<file path="src/rtl/fetch_stage.sv">
// Fetch stage of the 5-stage RV32I core: PC register, next-PC select and the
// IF/ID pipeline register, plus saturating stall/flush counters for debug.
module fetch_stage #(
  parameter int                    DATA_WIDTH = 32,
  parameter logic [DATA_WIDTH-1:0] RESET_PC   = 32'h0000_0000,
  parameter logic [DATA_WIDTH-1:0] NOP_INSTR  = 32'h0000_0013,
  parameter int                    CNT_WIDTH  = 16
) (
  input  logic                  clk,
  input  logic                  rst,
  input  logic                  StallF,
  input  logic                  StallD,
  input  logic                  FlushD,
  input  logic                  PCSrcE,
  input  logic [DATA_WIDTH-1:0] PCTargetE,
  input  logic [DATA_WIDTH-1:0] InstrF,
  output logic [DATA_WIDTH-1:0] PCF,
  output logic [DATA_WIDTH-1:0] InstrD,
  output logic [DATA_WIDTH-1:0] PCD,
  output logic [DATA_WIDTH-1:0] PCPlus4D,
  output logic                  ValidD,
  output logic [CNT_WIDTH-1:0]  StallCount,
  output logic [CNT_WIDTH-1:0]  FlushCount
);

  localparam logic [DATA_WIDTH-1:0] PC_STEP = DATA_WIDTH'(4);
  localparam logic [CNT_WIDTH-1:0]  CNT_ONE = CNT_WIDTH'(1);

  typedef struct packed {
    logic [DATA_WIDTH-1:0] instr;
    logic [DATA_WIDTH-1:0] pc;
    logic [DATA_WIDTH-1:0] pc_plus4;
    logic                  valid;
  } if_id_t;

  localparam if_id_t BUBBLE = '{instr: NOP_INSTR, pc: '0, pc_plus4: '0, valid: 1'b0};

  logic [DATA_WIDTH-1:0] pc_q, pc_d;
  logic [DATA_WIDTH-1:0] pc_plus4_f;
  if_id_t                if_id_q, if_id_d;
  logic [CNT_WIDTH-1:0]  stall_cnt_q, stall_cnt_d;
  logic [CNT_WIDTH-1:0]  flush_cnt_q, flush_cnt_d;

  assign pc_plus4_f = pc_q + PC_STEP;

  always_comb begin
    // NOTE: every signal driven here gets a default first, so no path can infer a latch.
    pc_d        = pc_q;
    if_id_d     = if_id_q;
    stall_cnt_d = stall_cnt_q;
    flush_cnt_d = flush_cnt_q;

    // A taken branch in E is older than any load-use stall, so it wins over StallF.
    if (PCSrcE) begin
      pc_d = PCTargetE;
    end else if (!StallF) begin
      pc_d = pc_plus4_f;
    end

    if (FlushD) begin
      if_id_d = BUBBLE;
    end else if (!StallD) begin
      if_id_d = '{instr: InstrF, pc: pc_q, pc_plus4: pc_plus4_f, valid: 1'b1};
    end

    // A cycle that is both stalled and flushed is counted as a flush only.
    if (FlushD) begin
      if (flush_cnt_q != '1) flush_cnt_d = flush_cnt_q + CNT_ONE;
    end else if (StallD) begin
      if (stall_cnt_q != '1) stall_cnt_d = stall_cnt_q + CNT_ONE;
    end
  end

  always_ff @(posedge clk) begin
    // NOTE: state updates use non-blocking assignments so every flop samples pre-edge values.
    if (rst) begin
      pc_q        <= RESET_PC;
      if_id_q     <= BUBBLE;
      stall_cnt_q <= '0;
      flush_cnt_q <= '0;
    end else begin
      pc_q        <= pc_d;
      if_id_q     <= if_id_d;
      stall_cnt_q <= stall_cnt_d;
      flush_cnt_q <= flush_cnt_d;
    end
  end

  assign PCF        = pc_q;
  assign InstrD     = if_id_q.instr;
  assign PCD        = if_id_q.pc;
  assign PCPlus4D   = if_id_q.pc_plus4;
  assign ValidD     = if_id_q.valid;
  assign StallCount = stall_cnt_q;
  assign FlushCount = flush_cnt_q;

endmodule

</file>
<file path="config.mk">
export PLATFORM = sky130hd
export DESIGN_NAME = fetch_stage
export DESIGN_NICKNAME = d
export VERILOG_FILES = /design/src/rtl/fetch_stage.sv
export SDC_FILE = /design/constraint.sdc
export NUM_CORES = 1
export LEC_CHECK = 0
export CORE_UTILIZATION = 45
export CTS_CLUSTER_SIZE = 20
export DETAILED_ROUTE_END_ITERATION = 16
export DONT_BUFFER_PORTS = 1
export SLEW_MARGIN = 40
export SYNTH_ARGS = -nofsm -noshare
export SYNTH_HDL_FRONTEND = slang
export SYNTH_SLANG_ARGS = --single-unit
</file>
<file path="constraint.sdc">
create_clock -name clk -period 2 [get_ports clk]
set_clock_uncertainty 0.05 [all_clocks]
set_input_delay 0.2 -clock clk [delete_from_list [all_inputs] [get_ports clk]]
set_output_delay 0.2 -clock clk [all_outputs]
set_load 0.01 [all_outputs]
</file>
# --- Word-level counts from Yosys, hierarchy flattened ---
# Index checks and enable logic that the tools add are counted.
classes:
  n_reduce_logical: 3
  muxes: 2
  eq_ne: 3
  n_bitwise: 1
  add_sub_neg: 3
op_table:
  columns: ["op", "n"]
  rows:
  - ["$mux W32", 2]
  - ["$add A16 B1 Y16 const B", 2]
  - ["$add A32 B3 Y32 const B", 1]
  - ["$ne A16 B16 Y1 const B", 2]
  - ["$reduce_and A3 Y1", 1]
  - ["$ne A2 B1 Y1 const B", 1]
  - ["$reduce_and A2 Y1", 1]
  - ["$reduce_or A2 Y1", 1]
  - ["$not A1 Y1", 1]
totals:
  regBits: 161
  wordCells: 19
  in_bits: 70
  out_inout_bits: 161

# --- Logic depth before layout (Yosys ltp) ---
# Gate-level depths: netlist of the first run.
logic_depth:
  ltp_word: 3
  mapped_depth: 8

# --- Least setup slack after synthesis of the first run ---
# OpenSTA, ideal clock, no wires.
synth_timing:
  path_kind: "register -> register"
  startpoint: "register pc_q[2], in the netlist PCF[2]"
  endpoint: "register if_id_q, in the netlist PCPlus4D[26]"
  path_slack_ns: -0.278
  synth_period_minus_slack_ns: 2.278
  t_arrival_ns: 2.154
  path_stages_with_launch: 7
  n_path_buf: 1
  cell_sequence: "dfxtp_1 ha_1 nand3_2 or4_4 buf_6 or4_1 a31oi_1"
synth_via:
  elab_chain_cells: 1
synth_lines:
  columns: ["element", "line_no", "rtl"]
  rows:
  - ["from (decl)", "38", "logic [DATA_WIDTH-1:0] pc_q, pc_d;"]
  - ["from (signal assigned)", "82", "pc_q <= pc_d;"]
  - ["$add A32 B3 Y32", "44", "assign pc_plus4_f = pc_q + PC_STEP;"]
  - ["to (signal assigned)", "83", "if_id_q <= if_id_d;"]
  - ["to (decl)", "40", "if_id_t if_id_q, if_id_d;"]
# Every way passes these cells.
# A chain may end at the register's enable or synchronous reset.

# --- Worst setup path after layout of the first run ---
layout_timing:
  startpoint: "register pc_q[3], in the netlist PCF[3]"
  endpoint: "register pc_q[26], in the netlist PCF[26]"
layout_via:
  elab_chain_cells: 3
layout_lines:
  columns: ["element", "line_no", "rtl"]
  rows:
  - ["$add A32 B3 Y32", "44", null]
  - ["$mux W32", "56", "end else if (!StallF) begin"]
  - ["$mux W32", "54", "if (PCSrcE) begin"]
# Every way passes these cells. The select of a mux whose other input is x is not followed.

==> metrics.md, run 1 <==
| Metric | Value |
|---|---|
| PD cells | `776 nW/um2` |
| Max_slew headroom | `50.7%` |
| CTS sink cnt | `159` |
| Worst Tran Pin Value | `0.740 ns` |
| Most common cell after layout, fill and taps aside | `dfxtp_1` |
| Core Util, Final | `62.0%` |
| DP Cell Count | `1083` |
| Final setup fails | `4` |
| RD Place Congestion | `0.922` |
| Pin count of the biggest net entering global routing | `75` |
| Synthesized Nets | `927` |
| Grt ovf | `0` |
| CTS Buffer Depth | `2` |
| WS Path Type | `reg2reg` |
| Final HPWL DP | `15500 um` |
| Diodes inserted | `0` |
| # fillers | `1388` |
| CTS tree | `built` |
| Tot Pwr | `7.69 mW` |
| Setup TNS | `-0.0507 ns` |
| RSZ-0062 raised after global routing | `true` |
| FF+latch count, synth | `159` |
| First drt pass iteration count | `5` |
| Num rows | `46` |
| Number of different library cells in the post-synthesis netlist | `57` |
| Chip height | `130 um` |
| Setup slack, reg-to-reg | `-0.02 ns` |
| Number of synthesized flops with an enable pin | `0` |
| Initial antenna violation count | `0` |
| I/O pins | `231` |
| Most frequent cells in the layout | `148 x dfxtp_1, 116 x nor2_1, 94 x dlygate4sd3_1` |
| Startpoint types | `flip-flop` |
| Vias in the first global route | `6995` |
| Drt wl/cell | `20.0 um` |
| Asr flop ratio synth | `0%` |
| Critical Path End Type | `flip-flop` |
| Register area share after synthesis | `42.9%` |
| Leak pwr | `3.67 nW` |
| Final std cells w/o fill | `1217` |
| Maxcap violations | `0` |
| Max FO, Critical Path | `6` |
| Failing checks | `setup timing` |
| Max VDD drop | `535 uV` |
| Root buffer cell | `clkbuf_16` |
| Routed vias | `7197` |
| Achievable Freq | `0.495 GHz` |
| Total wire length | `24300 um` |
| First-pass GRT wire length | `36700 um` |
| Status | `finished, violations left` |
| Die area | `17000 um2` |
| Sequential cell area | `3200 um2` |
| Worst-Skew Late Latency | `0.42 ns` |
| Area grow syn2layout | `33.7%` |
| CTS buffer count | `17` |
| Initial DRC Count | `386` |
| Worst Setup EP | `PCF[26]` |
| Via/cell ratio | `5.91` |
| Routed Antenna Nets | `0` |
| Hold WS | `0.00377 ns` |
| Initial core utilization | `46.4%` |
| Most used DFF post-synth | `dfxtp_1` |
| Final worst slack | `-0.0210 ns` |
| Core area | `16000 um2` |
| Die X | `130 um` |
| Worst reg-to-reg path cell count | `5` |
| Synth area leader | `dfxtp_1` |
| Post-Syn Area | `7420 um2` |
| Arrival @ worst endpoint | `2.31 ns` |
| GRT Total Usage | `28.1%` |
| Multi-input gate area | `4040 um2` |
| Req. time, crit path | `2.29 ns` |
| RR Startpoint | `PCF[3]` |
| Synth area leaders | `dfxtp_1 43%, mux2i_1 9.0%, nor2_1 5.9%` |
| CTS H-tree lvls | `4` |
| Synth warn | `0` |
| Type of the worst min-delay path | `in2reg` |
| Avg Cell Area, Syn | `8.69 um2` |
| Tcrit/Tclk final | `101%` |
| Layout cell share with drive strength beyond 1 | `18.4%` |
| Max-slew violations | `0` |
| Fin crit period | `2.02 ns` |
| Final net count | `1061` |
| Mapped Cells | `854` |
| Area share of the leading cell type in the synthesized netlist | `42.9%` |
| Fin. Hold Viols | `0` |
| Residual DRC count | `0` |
| Port Buf Inserts | `0` |
| Clock-pin slew on the worst setup and hold paths | `0.06 ns` |
| CP startpoint | `PCF[3]` |
| RR Endpoint | `PCF[26]` |
-- metal layers --
layer | vias to the layer above | global-route usage (%) | part of all wire [%]
li1 | 3392 | - | -
met1 | 3481 | 34.4 | 42
met2 | 286 | 47.3 | 48
met3 | 38 | 7.25 | 7.9
met4 | 0 | 10.6 | 2.1
met5 | - | 0 | 0
-- Yosys cell counts, types with 15 or more instances --
library cell	number
o31ai_1	20
a311oi_1	16
o21ai_0	39
nor3_1	16
a21oi_1	44
nand3_1	20
clkbuf_1	49
dfxtp_1	159
nor2_1	116
or4_1	22
mux2i_1	67
or3_1	22
a31oi_1	19
nand4_1	17
nor2b_1	15
nand2_1	44
-- critical path, cell delays in order, from the launching register on --
cell	delay (ns)
dfxtp_4	0.37
ha_4	0.15
nand3_4	0.07
or4_4	0.60
or4_4	0.51
a311oi_2	0.20
-- through the flow --
stage                     setup slack (ns)  area [um2]
after global placement             -0.0100        8060
after global routing               -0.0974        9920
after floorplan                    -0.0297        7500
after CTS                          -0.0289        9740
after detailed placement           -0.0949        8060
final                              -0.0210        9920
-- final cells by class --
type | count | share of cell area, %
clock buffers | 20 | 4.50
clock inverters | 12 | 1.84
inverters | 12 | 0.454
multi-input cells | 610 | 40.8
flip-flops and latches | 159 | 32.3
well taps | 216 | 2.72
repair buffers | 188 | 17.4
-- registers in the layout, indices dropped and copies added (netlist names) --
name,cells
PCD,32
PCPlus4D,30
InstrD,32
ValidD,1
FlushCount,16
PCF,32
StallCount,16
-- how the worst min path moves through the flow --
stage	from	endpoint	slack, ns	cells after the start
after floorplan	InstrF[0]	InstrD[0]	0.28	2
after global placement	rst	FlushCount[11]	0.22	1
after detailed placement	rst	FlushCount[10]	0.23	1
after CTS	rst	StallCount[0]	0.002	2
after global routing	rst	StallCount[5]	0.01	2
final	rst	StallCount[0]	0.004	2
-- cell families (layout without fill, tap and decap cells) --
family | count (synthesis) | count (layout) | share of synthesized area, %
flip-flops | 159 | 159 | 42.9
XOR/XNOR | 19 | 19 | 2.24
buffers and inverters | 85 | 232 | 4.89
AO/OA/AOI/OAI | 177 | 177 | 15.4
adder cells (fa/ha/maj) | 3 | 3 | 0.506
AND/OR/NAND/NOR | 333 | 333 | 23.4
multiplexers | 78 | 78 | 10.7
-- where the power goes --
part / leakage [nW] / internal, mW / switching, mW
logic: 2.08 / 0.398 / 0.417
clock network: 0.297 / 2.13 / 1.34
registers: 1.30 / 3.28 / 0.126
-- timing repair --
action | 4_1_cts | 5_1_grt
cloned | 0 | 1
hold buffers | 96 | 0
endpoints found under the hold margin | 138 | 0
gates resized for setup | 8 | 31
buffers inserted | 3 | 2
setup endpoints to repair | 6 | 22
pin swaps | 8 | 6
Power figures use the tool's default switching activity.
==> run 2: changes to the inputs <==
==> constraint.sdc (replaced) <==
create_clock -name clk -period 2 [get_ports clk]
set_clock_uncertainty 0.05 [all_clocks]
set_input_delay 0.6 -clock clk [delete_from_list [all_inputs] [get_ports clk]]
set_output_delay 0.6 -clock clk [all_outputs]
set_load 0.01 [all_outputs]
==> metrics.md, run 2 (synthesis gave the netlist of run 1 again) <==
| Metric | Value |
|---|---|
| Status | `finished, violations left` |
| Failing checks | `setup timing` |
| RR Startpoint | `PCF[3]` |
| Seq pwr share | `46.6%` |
| Final net count | `961` |
| Max FO, Critical Path | `8` |
| Vias in the first global route | `6382` |
| Setup slack, reg-to-reg | `-0.08 ns` |
| Routed Antenna Nets | `0` |
| Port Buf Inserts | `0` |
| # hold bufs at CTS | `0` |
| Int Pwr | `5.47 mW` |
| Die X | `130 um` |
| Via/cell ratio | `5.93` |
| Area grow syn2layout | `18.7%` |
| Post-route cell area | `8810 um2` |
| Final setup fails | `5` |
| Type of the worst min-delay path | `in2reg` |
| Req. time, crit path | `2.27 ns` |
| Initial core utilization | `46.4%` |
| Num rows | `46` |
| Fin crit period | `2.08 ns` |
| CTS buffer count | `17` |
| CTS H-tree lvls | `4` |
| CP startpoint | `PCF[3]` |
| Leak pwr | `3.23 nW` |
| First drt pass iteration count | `5` |
| Psw | `1.82 mW` |
| Pin count of the biggest net entering global routing | `85` |
| Most frequent cells in the layout | `153 x dfxtp_1, 116 x nor2_1, 81 x buf_4` |
| WS Path Type | `reg2reg` |
| Final worst slack | `-0.0815 ns` |
| PD cells | `827 nW/um2` |
| Fin. Hold Viols | `0` |
| Routed vias | `6627` |
| Max VDD drop | `583 uV` |
| Final HPWL DP | `15300 um` |
| Maxcap violations | `0` |
| CTS sink cnt | `159` |
| CTS Buffer Depth | `2` |
| Chip height | `130 um` |
| Core area | `16000 um2` |
| First-pass GRT wire length | `33500 um` |
| Achievable Freq | `0.480 GHz` |
| RSZ-0062 raised after global routing | `true` |
| Clock-pin slew on the worst setup and hold paths | `0.07 ns` |
| Worst-Skew Late Latency | `0.42 ns` |
| RD Place Congestion | `0.867` |
| Worst reg-to-reg path cell count | `5` |
| CTS tree | `built` |
| Layout cell share with drive strength beyond 1 | `18.6%` |
| Most common cell after layout, fill and taps aside | `dfxtp_1` |
| I/O pins | `231` |
| Initial DRC Count | `415` |
| Startpoint types | `flip-flop` |
| Max-slew violations | `0` |
| GRT Total Usage | `25.4%` |
| Logic pwr share | `7.9%` |
| Initial antenna violation count | `0` |
| Root buffer cell | `clkbuf_16` |
| Switching part of the total power | `24.9%` |
| Clk pwr share | `45.5%` |
| Diodes inserted | `0` |
| Worst Setup EP | `PCF[26]` |
| RR Endpoint | `PCF[26]` |
| Arrival @ worst endpoint | `2.35 ns` |
| Max_slew headroom | `67.8%` |
| DP Area | `8060 um2` |
| Total wire length | `21800 um` |
| Worst Tran Pin Value | `0.479 ns` |
| Grt ovf | `0` |
| Residual DRC count | `0` |
| Pre-CTS WS | `-0.0867 ns` |
| Drt wl/cell | `19.5 um` |
| # fillers | `1498` |
| Critical Path End Type | `flip-flop` |
| Tcrit/Tclk final | `104%` |
| Die area | `17000 um2` |
[run 2: critical path, cell delays in order (launching register included)]
cell	delay (ns)
dfxtp_4	0.35
ha_4	0.16
nand3_4	0.07
or4_4	0.59
or4_1	0.53
a311oi_2	0.23
[run 2: how the worst min path moves through the flow]
stage               depth (start not counted)  slack (ns)        start              to
floorplan                                   2        0.43       PCF[0]          PCF[0]
detailed placement                          2        0.45      PCD[22]         PCD[22]
global route                                1        0.19          rst  FlushCount[11]
global placement                            2        0.45  PCPlus4D[4]     PCPlus4D[4]
CTS                                         1        0.18          rst  FlushCount[11]
finish                                      1        0.20          rst  StallCount[10]
[run 2: routing by layer]
| layer | routed length (um) | vias to the layer above | GRT usage, % |
|---|---|---|---|
| li1 | - | 3197 | - |
| met1 | 9260 | 3144 | 31.2 |
| met2 | 10200 | 248 | 41.3 |
| met3 | 1820 | 38 | 8.47 |
| met4 | 535 | 0 | 9.33 |
| met5 | 0 | - | 0 |
[run 2: cell type report]
| class | instances | area, um2 | share of cell area [%] |
|---|---|---|---|
| multi-input cells | 610 | 4000 | 45.4 |
| flip-flops and latches | 159 | 3200 | 36.3 |
| repair buffers | 88 | 698 | 7.92 |
| clock buffers | 19 | 453 | 5.14 |
| well taps | 216 | 270 | 3.07 |
| clock inverters | 13 | 153 | 1.73 |
| inverters | 12 | 45.0 | 0.511 |
[run 2: metrics by stage]
stage / setup TNS, ns / cells / hold WS [ns] / util [%] / power (mW)
2_1_floorplan: -0.0635 / 854 / 0.434 / - / 3.89
3_3_place_gp: -0.0870 / 1079 / 0.452 / 50.4 / 4.01
3_5_place_dp: -0.254 / 1079 / 0.450 / 50.4 / 4.03
4_1_cts: -0.126 / 1114 / 0.183 / 54.4 / 7.33
5_1_grt: -0.428 / 1117 / 0.187 / 55.1 / 7.55
6_report: -0.169 / 1117 / 0.197 / 55.1 / 7.28
[run 2: timing repair]
| action | CTS | global route |
|---|---|---|
| gates resized for setup | 3 | 19 |
| pin swaps | 5 | 13 |
| buffers inserted | 3 | 2 |
| hold endpoints to repair | 0 | 0 |
| setup endpoints to repair | 4 | 19 |
| cloned | 0 | 1 |
[run 2: power groups by stage]
stage,sequential (mW),combinational [mW],clock (mW)
after floorplan,3.48,0.412,0
final,3.40,0.574,3.31
after detailed placement,3.47,0.558,0
after CTS,3.40,0.566,3.37
after global placement,3.46,0.544,0
after global routing,3.41,0.628,3.51
